## config.mk

```make
export PLATFORM = sky130hd
export DESIGN_NAME = step_tick_gen
export DESIGN_NICKNAME = d
export VERILOG_FILES = /design/src/rtl/step_tick_gen.sv
export SDC_FILE = /design/constraint.sdc
export NUM_CORES = 1
export LEC_CHECK = 0
export BUFFER_PORTS_ARGS = -buffer_cell sky130_fd_sc_hd__buf_2
export CORE_ASPECT_RATIO = 1.25
export CORE_MARGIN = 8
export CORE_UTILIZATION = 25
export DETAILED_ROUTE_END_ITERATION = 12
export PLACE_DENSITY_LB_ADDON = 0.1
export SYNTH_ARGS = -nofsm -noshare
export SYNTH_HDL_FRONTEND = slang
export SYNTH_SLANG_ARGS = --single-unit
```

## constraint.sdc

```tcl
create_clock -name i_clk -period 2.5 [get_ports i_clk]
set_input_delay 0.125 -clock i_clk [delete_from_list [all_inputs] [get_ports i_clk]]
set_output_delay 0.125 -clock i_clk [all_outputs]
set_load 0.02 [all_outputs]
```

## src/rtl/step_tick_gen.sv

```systemverilog
// step_tick_gen: step pulse (o_ena) and direction (o_inc) source for the 0-59 digit counters.
// Run mode emits a TICK_HZ tick; set mode steps from debounced buttons. Define AUTOREPEAT_EN for hold-to-repeat.
module step_tick_gen #(
    parameter int CLK_HZ        = 100_000_000,
    parameter int TICK_HZ       = 1,
    parameter int DEBOUNCE_CYC  = 1_000_000,
    parameter int REPEAT_DELAY  = 50_000_000,
    parameter int REPEAT_PERIOD = 10_000_000
) (
    input  logic i_clk,
    input  logic i_reset,
    input  logic i_run,
    input  logic i_btn_up,
    input  logic i_btn_dn,
    output logic o_ena,
    output logic o_inc
);

    localparam int PRESC_TERM = CLK_HZ / TICK_HZ - 1;
    localparam int PRESC_W    = (PRESC_TERM > 0) ? $clog2(PRESC_TERM + 1) : 1;
    localparam int DEB_W      = (DEBOUNCE_CYC > 1) ? $clog2(DEBOUNCE_CYC) : 1;

    localparam logic [PRESC_W-1:0] PRESC_LAST = PRESC_W'(PRESC_TERM);
    localparam logic [DEB_W-1:0]   DEB_LAST   = DEB_W'(DEBOUNCE_CYC - 1);

    // A one-cycle prescaler or repeat interval would let o_ena stay high on consecutive cycles.
    if (PRESC_TERM < 1 || DEBOUNCE_CYC < 1 || REPEAT_DELAY < 2 || REPEAT_PERIOD < 2) begin : g_bad_params
        $error("step_tick_gen: illegal parameter combination");
    end

`ifdef AUTOREPEAT_EN
    localparam int REP_SPAN = (REPEAT_DELAY > REPEAT_PERIOD) ? REPEAT_DELAY : REPEAT_PERIOD;
    localparam int REP_W    = $clog2(REP_SPAN);
    localparam logic [REP_W-1:0] REP_DELAY_LAST  = REP_W'(REPEAT_DELAY - 1);
    localparam logic [REP_W-1:0] REP_PERIOD_LAST = REP_W'(REPEAT_PERIOD - 1);
`endif

    typedef enum logic [1:0] {
        S_IDLE   = 2'd0,
        S_HOLD   = 2'd1,
        S_REPEAT = 2'd2,
        S_BLOCK  = 2'd3
    } state_e;

    // Bit 0 = up button, bit 1 = down button.
    logic [1:0]         sync1_q, sync2_q;
    logic [1:0]         deb_q, deb_d;
    logic [DEB_W-1:0]   deb_cnt_q [2];
    logic [DEB_W-1:0]   deb_cnt_d [2];

    logic [PRESC_W-1:0] presc_q, presc_d;
    logic               tick;

    state_e             state_q, state_d;
    logic               step_q, step_d;
    logic               dir_q, dir_d;
`ifdef AUTOREPEAT_EN
    logic [REP_W-1:0]   rep_cnt_q, rep_cnt_d;
`endif

    logic               o_ena_q, o_ena_d;
    logic               o_inc_q, o_inc_d;

    logic               btn_up, btn_dn, held;

    // NOTE: every variable driven here gets a default first, so no path can infer a latch.
    always_comb begin
        for (int b = 0; b < 2; b++) begin
            deb_d[b]     = deb_q[b];
            deb_cnt_d[b] = '0;
            if (sync2_q[b] != deb_q[b]) begin
                if (deb_cnt_q[b] == DEB_LAST) begin
                    deb_d[b] = sync2_q[b];
                end else begin
                    deb_cnt_d[b] = deb_cnt_q[b] + DEB_W'(1);
                end
            end
        end
    end

    always_comb begin
        presc_d = '0;
        if (i_run && (presc_q != PRESC_LAST)) begin
            presc_d = presc_q + PRESC_W'(1);
        end
    end

    assign tick = i_run && (presc_q == PRESC_LAST);

    assign btn_up = deb_q[0];
    assign btn_dn = deb_q[1];
    // The button that started the current hold, selected by the direction it stepped in.
    assign held   = dir_q ? btn_up : btn_dn;

    always_comb begin
        state_d   = state_q;
        step_d    = 1'b0;
        dir_d     = dir_q;
`ifdef AUTOREPEAT_EN
        rep_cnt_d = '0;
`endif
        if (i_run) begin
            state_d = S_IDLE;
        end else begin
            case (state_q)
                S_IDLE: begin
                    if (btn_up && btn_dn) begin
                        state_d = S_BLOCK;
                    end else if (btn_up) begin
                        step_d  = 1'b1;
                        dir_d   = 1'b1;
                        state_d = S_HOLD;
                    end else if (btn_dn) begin
                        step_d  = 1'b1;
                        dir_d   = 1'b0;
                        state_d = S_HOLD;
                    end
                end
                S_HOLD: begin
                    if (btn_up && btn_dn) begin
                        state_d = S_BLOCK;
                    end else if (!held) begin
                        state_d = S_IDLE;
`ifdef AUTOREPEAT_EN
                    end else if (rep_cnt_q == REP_DELAY_LAST) begin
                        step_d  = 1'b1;
                        state_d = S_REPEAT;
                    end else begin
                        rep_cnt_d = rep_cnt_q + REP_W'(1);
`endif
                    end
                end
`ifdef AUTOREPEAT_EN
                S_REPEAT: begin
                    if (btn_up && btn_dn) begin
                        state_d = S_BLOCK;
                    end else if (!held) begin
                        state_d = S_IDLE;
                    end else if (rep_cnt_q == REP_PERIOD_LAST) begin
                        step_d = 1'b1;
                    end else begin
                        rep_cnt_d = rep_cnt_q + REP_W'(1);
                    end
                end
`endif
                S_BLOCK: begin
                    if (!btn_up && !btn_dn) begin
                        state_d = S_IDLE;
                    end
                end
                default: state_d = S_IDLE;
            endcase
        end
    end

    // A step requested in set mode is dropped if run mode takes over before it reaches the output.
    always_comb begin
        o_ena_d = 1'b0;
        o_inc_d = o_inc_q;
        if (i_run) begin
            if (tick) begin
                o_ena_d = 1'b1;
                o_inc_d = 1'b1;
            end
        end else if (step_q) begin
            o_ena_d = 1'b1;
            o_inc_d = dir_q;
        end
    end

    // NOTE: sequential state uses non-blocking assignments so every flop samples pre-edge values.
    always_ff @(posedge i_clk) begin
        if (i_reset) begin
            sync1_q   <= '0;
            sync2_q   <= '0;
            deb_q     <= '0;
            // NOTE: the debounce counters are plain flops, not RAM, so they are cleared like any register.
            for (int b = 0; b < 2; b++) begin
                deb_cnt_q[b] <= '0;
            end
            presc_q   <= '0;
            state_q   <= S_IDLE;
            step_q    <= 1'b0;
            dir_q     <= 1'b1;
`ifdef AUTOREPEAT_EN
            rep_cnt_q <= '0;
`endif
            o_ena_q   <= 1'b0;
            o_inc_q   <= 1'b1;
        end else begin
            sync1_q   <= {i_btn_dn, i_btn_up};
            sync2_q   <= sync1_q;
            deb_q     <= deb_d;
            for (int b = 0; b < 2; b++) begin
                deb_cnt_q[b] <= deb_cnt_d[b];
            end
            presc_q   <= presc_d;
            state_q   <= state_d;
            step_q    <= step_d;
            dir_q     <= dir_d;
`ifdef AUTOREPEAT_EN
            rep_cnt_q <= rep_cnt_d;
`endif
            o_ena_q   <= o_ena_d;
            o_inc_q   <= o_inc_d;
        end
    end

    assign o_ena = o_ena_q;
    assign o_inc = o_inc_q;

endmodule

```

==> impl_metrics.tcl, run 1 <==
set metrics [dict create \
    outcome "finished clean" \
    cts_resized 0 \
    fillers 1519 \
    p_comb_share_pct 1.2 \
    dieWidth_um 125 \
    syn_inst 425 \
    initialDrtViolationCount 200 \
    placed_area_um2 3910 \
    cts_buffer_depth 2 \
    final.setup_skew_ns 0.00729 \
    cts_tree "done" \
    cts_max_level 3 \
    finalCriticalPeriod_ns 2.03 \
    synth_top_area_share_pct 42.7 \
    worst_pin_slew_ns 0.719 \
    peakVddDrop_v 0.000227 \
    design_area_um2 4300 \
    nets 436 \
    syn_area_per_cell_um2 8.71 \
    dp_slack_ns 0.498 \
    post-place-cells 593 \
    syn_nets 433 \
    synth_top_flop_cell "dfxtp_1" \
    async_flop_share_pct 0 \
    critPathSlowestCell "or4_1" \
    internal_power_uw 2380 \
    ys_ff_latch 79 \
    grt_usage_pct 9.23 \
    arrival_ns 2.31 \
    clk_pin_slew_ns 0.06 \
    synth_top_area_cell "dfxtp_1" \
    worst_hold_path_type "in -> reg" \
    root_buffer "clkbuf_16" \
    fmax_mhz 493 \
    first_global_vias 2944 \
    tns_ns 0 \
    clkPwrFrac_pct 55.9 \
    hold_slack_ns 0.0976 \
    start_kind "flop" \
    start_util_pct 25.7 \
    finalCritPeriodShare_pct 81.2 \
    diodes 0 \
    yosysSeqAreaShare_pct 42.7 \
    cpPeakStageDelay_ns 0.53 \
    sw_frac_of_total_pct 19.3 \
    max_slew_margin_pct 52.1 \
    grt_pass1_wl_um 14400 \
    hpwl_um 5690 \
    synth_cell_types 46 \
    hold_viol 0 \
    dieArea_um2 19000 \
    antenna_found_initial 1 \
    routed_wl_um 8400 \
    overflow 0 \
    pin_count 7 \
    worstSetupPathType "reg -> reg" \
    area_growth_pct 16.2 \
    maxCapViolCount 0 \
    numCtsBuffers 9 \
    synth_area_um2 3700 \
    p_leak_uw 0.00127 \
    num_rows 49 \
    vias 3036 \
    slew_viol_final 0 \
    core_um2 14400 \
    cpLargestDelayFamily "simple AND/OR/NAND/NOR gates" \
    worst-path-buf-inv 0 \
    crit_chain "ha_1, nand2_1, or3_1, or4_1, a21oi_1" \
    final_cell_count_no_fill 611 \
    drive_above_1_share_pct 8.08 \
    gp_congestion 0.752 \
    end_kind "flop" \
    wl_per_cell_um 13.7 \
    clk_latency_ns 0.35 \
    die_h_um 152 \
    viasPerCell 4.97 \
    critPathRequiredTime_ns 2.78 \
    drt_pass1_iterations 4 \
    cp_max_fo 7 \
    drcViolationCount 0 \
    setup_violations 0 \
    setup_slack_ns 0.470 \
    antenna_left 0 \
    synth-edff-count 0 \
    yosys_warnings 0 \
    synthTopCellsByArea "dfxtp_1 43%, xnor2_1 4.3%, xor2_1 4.3%, nor2_1 3.8%, nand4_1 3.4%" \
    powerDensity_nw_per_um2 687 \
    p_switching_uw 571 \
    pwr-share-seq_pct 42.9 \
    io_buffers 6 \
    clkSinkCount 79 \
    rsz0062_at_grt "no" \
    grt_max_degree 20 \
]
-- timing repair --
item                      in CTS  in global routing
setup buffers                  0                  0
hold buffers                   2                  0
hold endpoints to repair       2                  0
-- path summary, 6_finish.rpt --
| kind | slack [ns] | cells after the start | start | to |
|---|---|---|---|---|
| min reg2reg | 0.44 | 1 | sync1_q[0] | sync2_q[0] |
| max reg2reg | 0.47 | 5 | deb_cnt_q[0][20] | deb_cnt_q[0][34] |
| min | 0.1 | 2 | i_reset | sync1_q[1] |
| max | 0.47 | 5 | deb_cnt_q[0][20] | deb_cnt_q[0][34] |
-- synth_stat cells, types with 4 or more instances --
cell type,n
dfxtp_1,79
nor2_1,37
nand2_1,26
nand3_1,23
a21oi_1,20
nand4_1,20
xnor2_1,18
xor2_1,18
nor3_1,17
or4_1,16
o31ai_1,15
a211oi_1,11
buf_2,11
clkbuf_1,11
inv_1,11
o21ai_0,11
or3_1,11
and4_1,10
nor4_1,8
and3_1,6
nor2b_1,5
nor3b_1,4
-- kinds of logic (layout without fill, tap and decap cells) --
| logic type | after synthesis | count (layout) | share of synthesized area (%) |
|---|---|---|---|
| multiplexers | 2 | 2 | 0.575 |
| XOR/XNOR | 36 | 36 | 8.52 |
| AO/OA/AOI/OAI | 74 | 74 | 13.4 |
| AND/OR/NAND/NOR | 198 | 198 | 30.0 |
| buffers and inverters | 33 | 41 | 3.72 |
| flip-flops | 79 | 79 | 42.7 |
| adder cells (fa/ha/maj) | 3 | 3 | 1.01 |
-- sequential cells by signal, summed over array words and instances (netlist names) --
register / count
deb_q: 2
o_inc: 1
sync2_q: 2
o_ena: 1
state_q: 2
sync1_q: 2
step_q: 1
presc_q: 27
deb_cnt_q: 40
dir_q: 1
-- stage by stage --
stage	utilization [%]	power, uW
6_report	29.8	2950
5_1_grt	29.8	3060
4_1_cts	29.8	3020
3_5_place_dp	27.1	1330
3_3_place_gp	27.1	1330
2_1_floorplan	-	1320
-- cells in the final DEF, fill, tap and decap left out, drive strengths merged, types with 5 or more instances in the layout --
cell type  Yosys  routed
nand3         25      25
or3           11      11
o21ai         13      13
nor3          17      17
nor4           8       8
xnor2         18      18
a211oi        11      11
and3           6       6
a21oi         20      20
inv           11      11
and4          10      10
nor2          37      37
or4           16      16
nand4         20      20
buf           11      12
nor2b          5       5
xor2          18      18
clkbuf        11      11
o31ai         15      15
nand2         26      26
dfxtp         79      79
-- final cells by class --
type | count | area (um2) | share of cell area, %
multi-input cells | 313 | 1990 | 46.2
flip-flops and latches | 79 | 1580 | 36.8
clock buffers | 11 | 243 | 5.65
well taps | 178 | 223 | 5.18
clock inverters | 5 | 129 | 3.00
repair buffers | 14 | 95.1 | 2.21
inverters | 11 | 41.3 | 0.960
-- layer usage --
| layer | vias up | wire length (um) | global-route usage, % |
|---|---|---|---|
| met5 | - | 12 | 0 |
| li1 | 1579 | - | - |
| met2 | 35 | 3800 | 14.6 |
| met1 | 1400 | 4100 | 10.9 |
| met3 | 20 | 227 | 2.05 |
| met4 | 2 | 260 | 6.42 |
-- power by group through the flow --
stage	Clock [uW]	Sequential [uW]	Combinational, uW
5_1_grt	1760	1270	42.0
3_3_place_gp	0	1300	35.1
6_report	1650	1270	36.4
4_1_cts	1710	1270	37.9
2_1_floorplan	0	1290	22.7
3_5_place_dp	0	1300	35.5
Power figures use the tool's default switching activity.
==> inputs of run 2 (changes only) <==
==> constraint.sdc (replaced) <==
create_clock -name i_clk -period 2.05 [get_ports i_clk]
set_input_delay 0.1025 -clock i_clk [delete_from_list [all_inputs] [get_ports i_clk]]
set_output_delay 0.1025 -clock i_clk [all_outputs]
set_load 0.02 [all_outputs]
==> impl_metrics.tcl, run 2 (synthesized netlist as in run 1, its figures left out) <==
set metrics [dict create \
    root_buffer "clkbuf_16" \
    reg2reg_to "deb_cnt_q[0][34]" \
    slew_viol_final 0 \
    overflow 0 \
    cpPeakStageDelay_ns 0.53 \
    num_rows 49 \
    vias 3075 \
    clk_pin_slew_ns 0.06 \
    gp_congestion 0.758 \
    initialDrtViolationCount 144 \
    reg2reg_slack_ns 0.11 \
    crit_path_end "deb_cnt_q[0][34]" \
    final_util_pct 30.3 \
    diodes 0 \
    critPathRequiredTime_ns 2.32 \
    worst_hold_path_type "in -> reg" \
    finalCriticalPeriod_ns 1.94 \
    max_slew_margin_pct 73.6 \
    wl_per_cell_um 13.7 \
    dieArea_um2 19000 \
    maxCapViolCount 0 \
    dieWidth_um 125 \
    setup_slack_ns 0.105 \
    drt_pass1_iterations 4 \
    first_global_vias 2990 \
    io_buffers 6 \
    power_uw 3340 \
    r2r_cells 5 \
    routed_wl_um 8560 \
    peakVddDrop_v 0.000368 \
    worstSetupPathType "reg -> reg" \
    p_leak_uw 0.00133 \
    rsz0062_at_grt "no" \
    antenna_left 0 \
    crit_start "deb_cnt_q[0][21]" \
    cp_max_fo 7 \
    grt_pass1_wl_um 14800 \
    fillers 1526 \
    pin_count 7 \
    critPathSlowestCell "or4_1" \
    drcViolationCount 0 \
    grt_usage_pct 9.43 \
    antenna_found_initial 0 \
    r2r_start "deb_cnt_q[0][21]" \
    start_util_pct 25.7 \
    powerDensity_nw_per_um2 766 \
    cts_buffer_depth 2 \
    viasPerCell 4.92 \
    clkSinkCount 79 \
    cts_max_level 3 \
    core_um2 14400 \
    biggestRegsByFlops "deb_cnt_q: 40 flops, presc_q: 27 flops" \
    clk_latency_ns 0.34 \
    die_h_um 152 \
    multi_input_area_um2 2000 \
    grt_max_degree 20 \
    end_kind "flop" \
    outcome "finished clean" \
    cts_setup_buffers 0 \
    cts_tree "done" \
    mostFrequentLayoutCells "79 x dfxtp_1, 37 x nor2_1, 26 x nand2_1" \
    nets 450 \
    final_common_cell "dfxtp_1" \
    tns_ns 0 \
    numCtsBuffers 9 \
    drive_above_1_share_pct 11.4 \
    finalCritPeriodShare_pct 94.9 \
    top_register "deb_cnt_q" \
    fmax_mhz 514 \
    start_kind "flop" \
    dp_slack_ns 0.105 \
    final.setup_skew_ns 0.00732 \
    hpwl_um 6010 \
    hold_viol 0 \
    area_growth_pct 18.1 \
    crit_chain "ha_1, nand2_1, or3_1, or4_1, a21oi_1" \
    arrival_ns 2.22 \
    setup_violations 0 \
    largest_reg_flops 40 \
    regArea_um2 1580 \
    worst_pin_slew_ns 0.392 \
]
==> run 2: cell count changes in the layout (fill, tap and decap cells not counted) <==
cell,delta
buf_4,+14
clkinv_2,+3
bufinv_16,-2
clkbuf_1,-1
nand3_1,-1
nand3_4,+1
==> run 2: how the worst min path moves through the flow <==
stage               startpoint          to  cells after the start
detailed placement    i_btn_up  sync1_q[0]                      2
CTS                    i_reset  sync2_q[0]                      2
global route           i_reset  sync2_q[0]                      2
floorplan             i_btn_up  sync1_q[0]                      1
global placement      i_btn_up  sync1_q[0]                      2
finish                 i_reset  sync1_q[0]                      2
==> run 2: final cells by class <==
cell class	instances	share of cell area, %
Inverter	11	0.945
Clock buffer	10	5.47
Tap cell	178	5.10
Multi-Input combinational cell	313	45.8
Timing Repair Buffer	28	4.58
Sequential cell	79	36.2
Clock inverter	6	1.92
==> run 2: per-layer routing <==
| layer | vias up | routed length (um) | GRT usage (%) |
|---|---|---|---|
| li1 | 1601 | - | - |
| met1 | 1424 | 4100 | 11.5 |
| met2 | 39 | 4030 | 15.0 |
| met3 | 11 | 221 | 2.05 |
| met4 | 0 | 209 | 5.28 |
| met5 | - | 0 | 0 |
==> run 2: critical path: cells and delay by family, from the launching register on <==
kind / cells / cell delay [ns]
AOI/OAI and AO/OA: 1 / 0.15
DFF: 1 / 0.38
adders and majority gates: 1 / 0.23
and+or+nand+nor: 3 / 1.12
==> run 2: where the power goes <==
group | internal, uW | leakage [uW] | total (uW) | switching, uW
clock | 1100 | 0.000162 | 1750 | 655
combinational | 18.8 | 0.000526 | 47.7 | 28.9
sequential | 1540 | 0.000637 | 1550 | 3.83
total | 2660 | 0.00133 | 3340 | 688
==> run 2: stage by stage <==
stage                     hold slack, ns  instance area [um2]  std cells
after floorplan                    0.231                 3700        425
after global placement             0.308                 4010        607
after detailed placement           0.314                 4010        607
after CTS                         0.0866                 4360        625
after global routing               0.105                 4370        625
final                             0.0922                 4370        625
==> run 2: repair_timing <==
action	in CTS	in global routing
hold buffers	2	0
endpoints found under the hold margin	2	0
endpoints found under the setup margin	0	1
resized for setup	0	2
==> inputs of run 3 (changes only) <==
--- a/config.mk
+++ b/config.mk
@@ -6,7 +6,6 @@
 export NUM_CORES = 1
 export LEC_CHECK = 0
 export BUFFER_PORTS_ARGS = -buffer_cell sky130_fd_sc_hd__buf_2
-export CORE_ASPECT_RATIO = 1.25
 export CORE_MARGIN = 8
 export CORE_UTILIZATION = 25
 export DETAILED_ROUTE_END_ITERATION = 12
==> impl_metrics.tcl, run 3 (synthesized netlist as in run 1, its figures left out) <==
set metrics [dict create \
    dieArea_um2 18900 \
    mostFrequentLayoutCells "79 x dfxtp_1, 37 x nor2_1, 25 x nand2_1" \
    worstSetupPathType "reg -> reg" \
    hpwl_um 5830 \
    arrival_ns 2.20 \
    nets 447 \
    clk_latency_ns 0.34 \
    maxCapViolCount 0 \
    cts_max_level 3 \
    hold_slack_ns 0.0958 \
    p_switching_uw 708 \
    met3_length_um 257 \
    drive_above_1_share_pct 11.0 \
    p_comb_share_pct 1.5 \
    outcome "finished clean" \
    worst_pin_slew_ns 0.370 \
    finalCriticalPeriod_ns 1.93 \
    pin_count 7 \
    clk_pin_slew_ns 0.06 \
    overflow 0 \
    p_leak_uw 0.00128 \
    setup_violations 0 \
    core_um2 14500 \
    critPathRequiredTime_ns 2.32 \
    grt_pass1_wl_um 14300 \
    viasPerCell 4.89 \
    top_layer "met4" \
    internal_power_uw 2500 \
    wl_per_cell_um 13.5 \
    sw_frac_of_total_pct 22.1 \
    grt_usage_pct 9.62 \
    worst_hold_path_type "in -> reg" \
    hold_viol 0 \
    peakVddDrop_v 0.000461 \
    clkPwrFrac_pct 50.4 \
    dieWidth_um 138 \
    diodes 0 \
    numCtsBuffers 9 \
    initialDrtViolationCount 162 \
    slew_viol_final 0 \
    end_kind "flop" \
    cts_tree "done" \
    biggestRegsByFlops "deb_cnt_q: 40 flops, presc_q: 27 flops" \
    max_slew_margin_pct 75.1 \
    finalCritPeriodShare_pct 94.0 \
    rsz0062_at_grt "no" \
    cp_max_fo 7 \
    area_growth_pct 17.1 \
    drcViolationCount 0 \
    first_global_vias 2990 \
    routed_wl_um 8450 \
    wl_met1_um 4270 \
    tns_ns 0 \
    root_buffer "clkbuf_16" \
    io_buffers 6 \
    num_rows 44 \
    final.setup_skew_ns 0.00469 \
    gp_congestion 0.717 \
    grt_max_degree 29 \
    antenna_found_initial 0 \
    largest_reg_flops 40 \
    vias 3069 \
    final_common_cell "dfxtp_1" \
    crit_chain "ha_1, nand2_1, or3_1, or4_1, a21oi_1" \
    clkSinkCount 79 \
    met2_length_um 3810 \
    die_h_um 138 \
    pwr-share-seq_pct 48.1 \
    cts_buffer_depth 2 \
    start_kind "flop" \
    cpPeakStageDelay_ns 0.54 \
    top_register "deb_cnt_q" \
    cts_setup_buffers 0 \
    fmax_mhz 519 \
    start_util_pct 25.6 \
    critPathSlowestCell "or4_1" \
    antenna_left 0 \
    powerDensity_nw_per_um2 741 \
    drt_pass1_iterations 4 \
]
==> run 3: changes by cell type in the layout (fill, tap and decap cells not counted), sizes merged <==
cell	delta
clkinvlp	+4
buf	-3
clkinv	-2
bufinv	-1
clkbuf	-1
==> run 3: repair_timing <==
action / in CTS / in global routing
hold buffers: 2 / 0
hold endpoints to repair: 2 / 0
setup endpoints to repair: 0 / 8
resized for setup: 0 / 3
==> run 3: per-stage QoR <==
stage	area (um2)	utilization, %	power, uW	std cells	worst slack, ns
6_report	4330	29.9	3210	628	0.123
3_3_place_gp	4000	27.6	1620	610	0.175
4_1_cts	4320	29.8	3280	628	0.0777
5_1_grt	4330	29.9	3350	628	0.0000897
2_1_floorplan	3700	-	1610	425	0.233
3_5_place_dp	4000	27.6	1630	610	0.109
==> run 3: routing by layer <==
metal / vias to the layer above / track usage (%)
li1: 1596 / -
met1: 1437 / 11.5
met2: 31 / 15.4
met3: 5 / 3.72
met4: 0 / 3.26
met5: - / 0
==> run 3: worst max-delay path, delay by kind of cell, from the launching register on <==
family / cells / cell delay [ns]
fa+ha+maj: 1 / 0.21
flops: 1 / 0.37
compound gates: 1 / 0.16
simple gates: 3 / 1.12
==> run 3: worst paths after layout <==
kind	to	startpoint	cells after the start	slack, ns
max	deb_cnt_q[0][34]	deb_cnt_q[0][21]	5	0.12
min	sync1_q[0]	i_reset	2	0.1
max reg2reg	deb_cnt_q[0][34]	deb_cnt_q[0][21]	5	0.12
min reg2reg	sync2_q[1]	sync1_q[1]	1	0.44
==> run 3: cell type report <==
class | instances | area [um2]
repair buffers | 25 | 178
flip-flops and latches | 79 | 1580
multi-input cells | 313 | 2000
well taps | 184 | 230
inverters | 11 | 41.3
clock inverters | 7 | 73.8
clock buffers | 9 | 225
fillers | 1537 | 10100
==> run 3: power groups by stage <==
| stage | combinational (uW) | sequential (uW) | clock (uW) |
|---|---|---|---|
| after floorplan | 27.6 | 1580 | 0 |
| after global placement | 45.2 | 1580 | 0 |
| after detailed placement | 45.3 | 1580 | 0 |
| after CTS | 48.2 | 1540 | 1690 |
| after global routing | 52.2 | 1540 | 1750 |
| final | 46.6 | 1550 | 1620 |
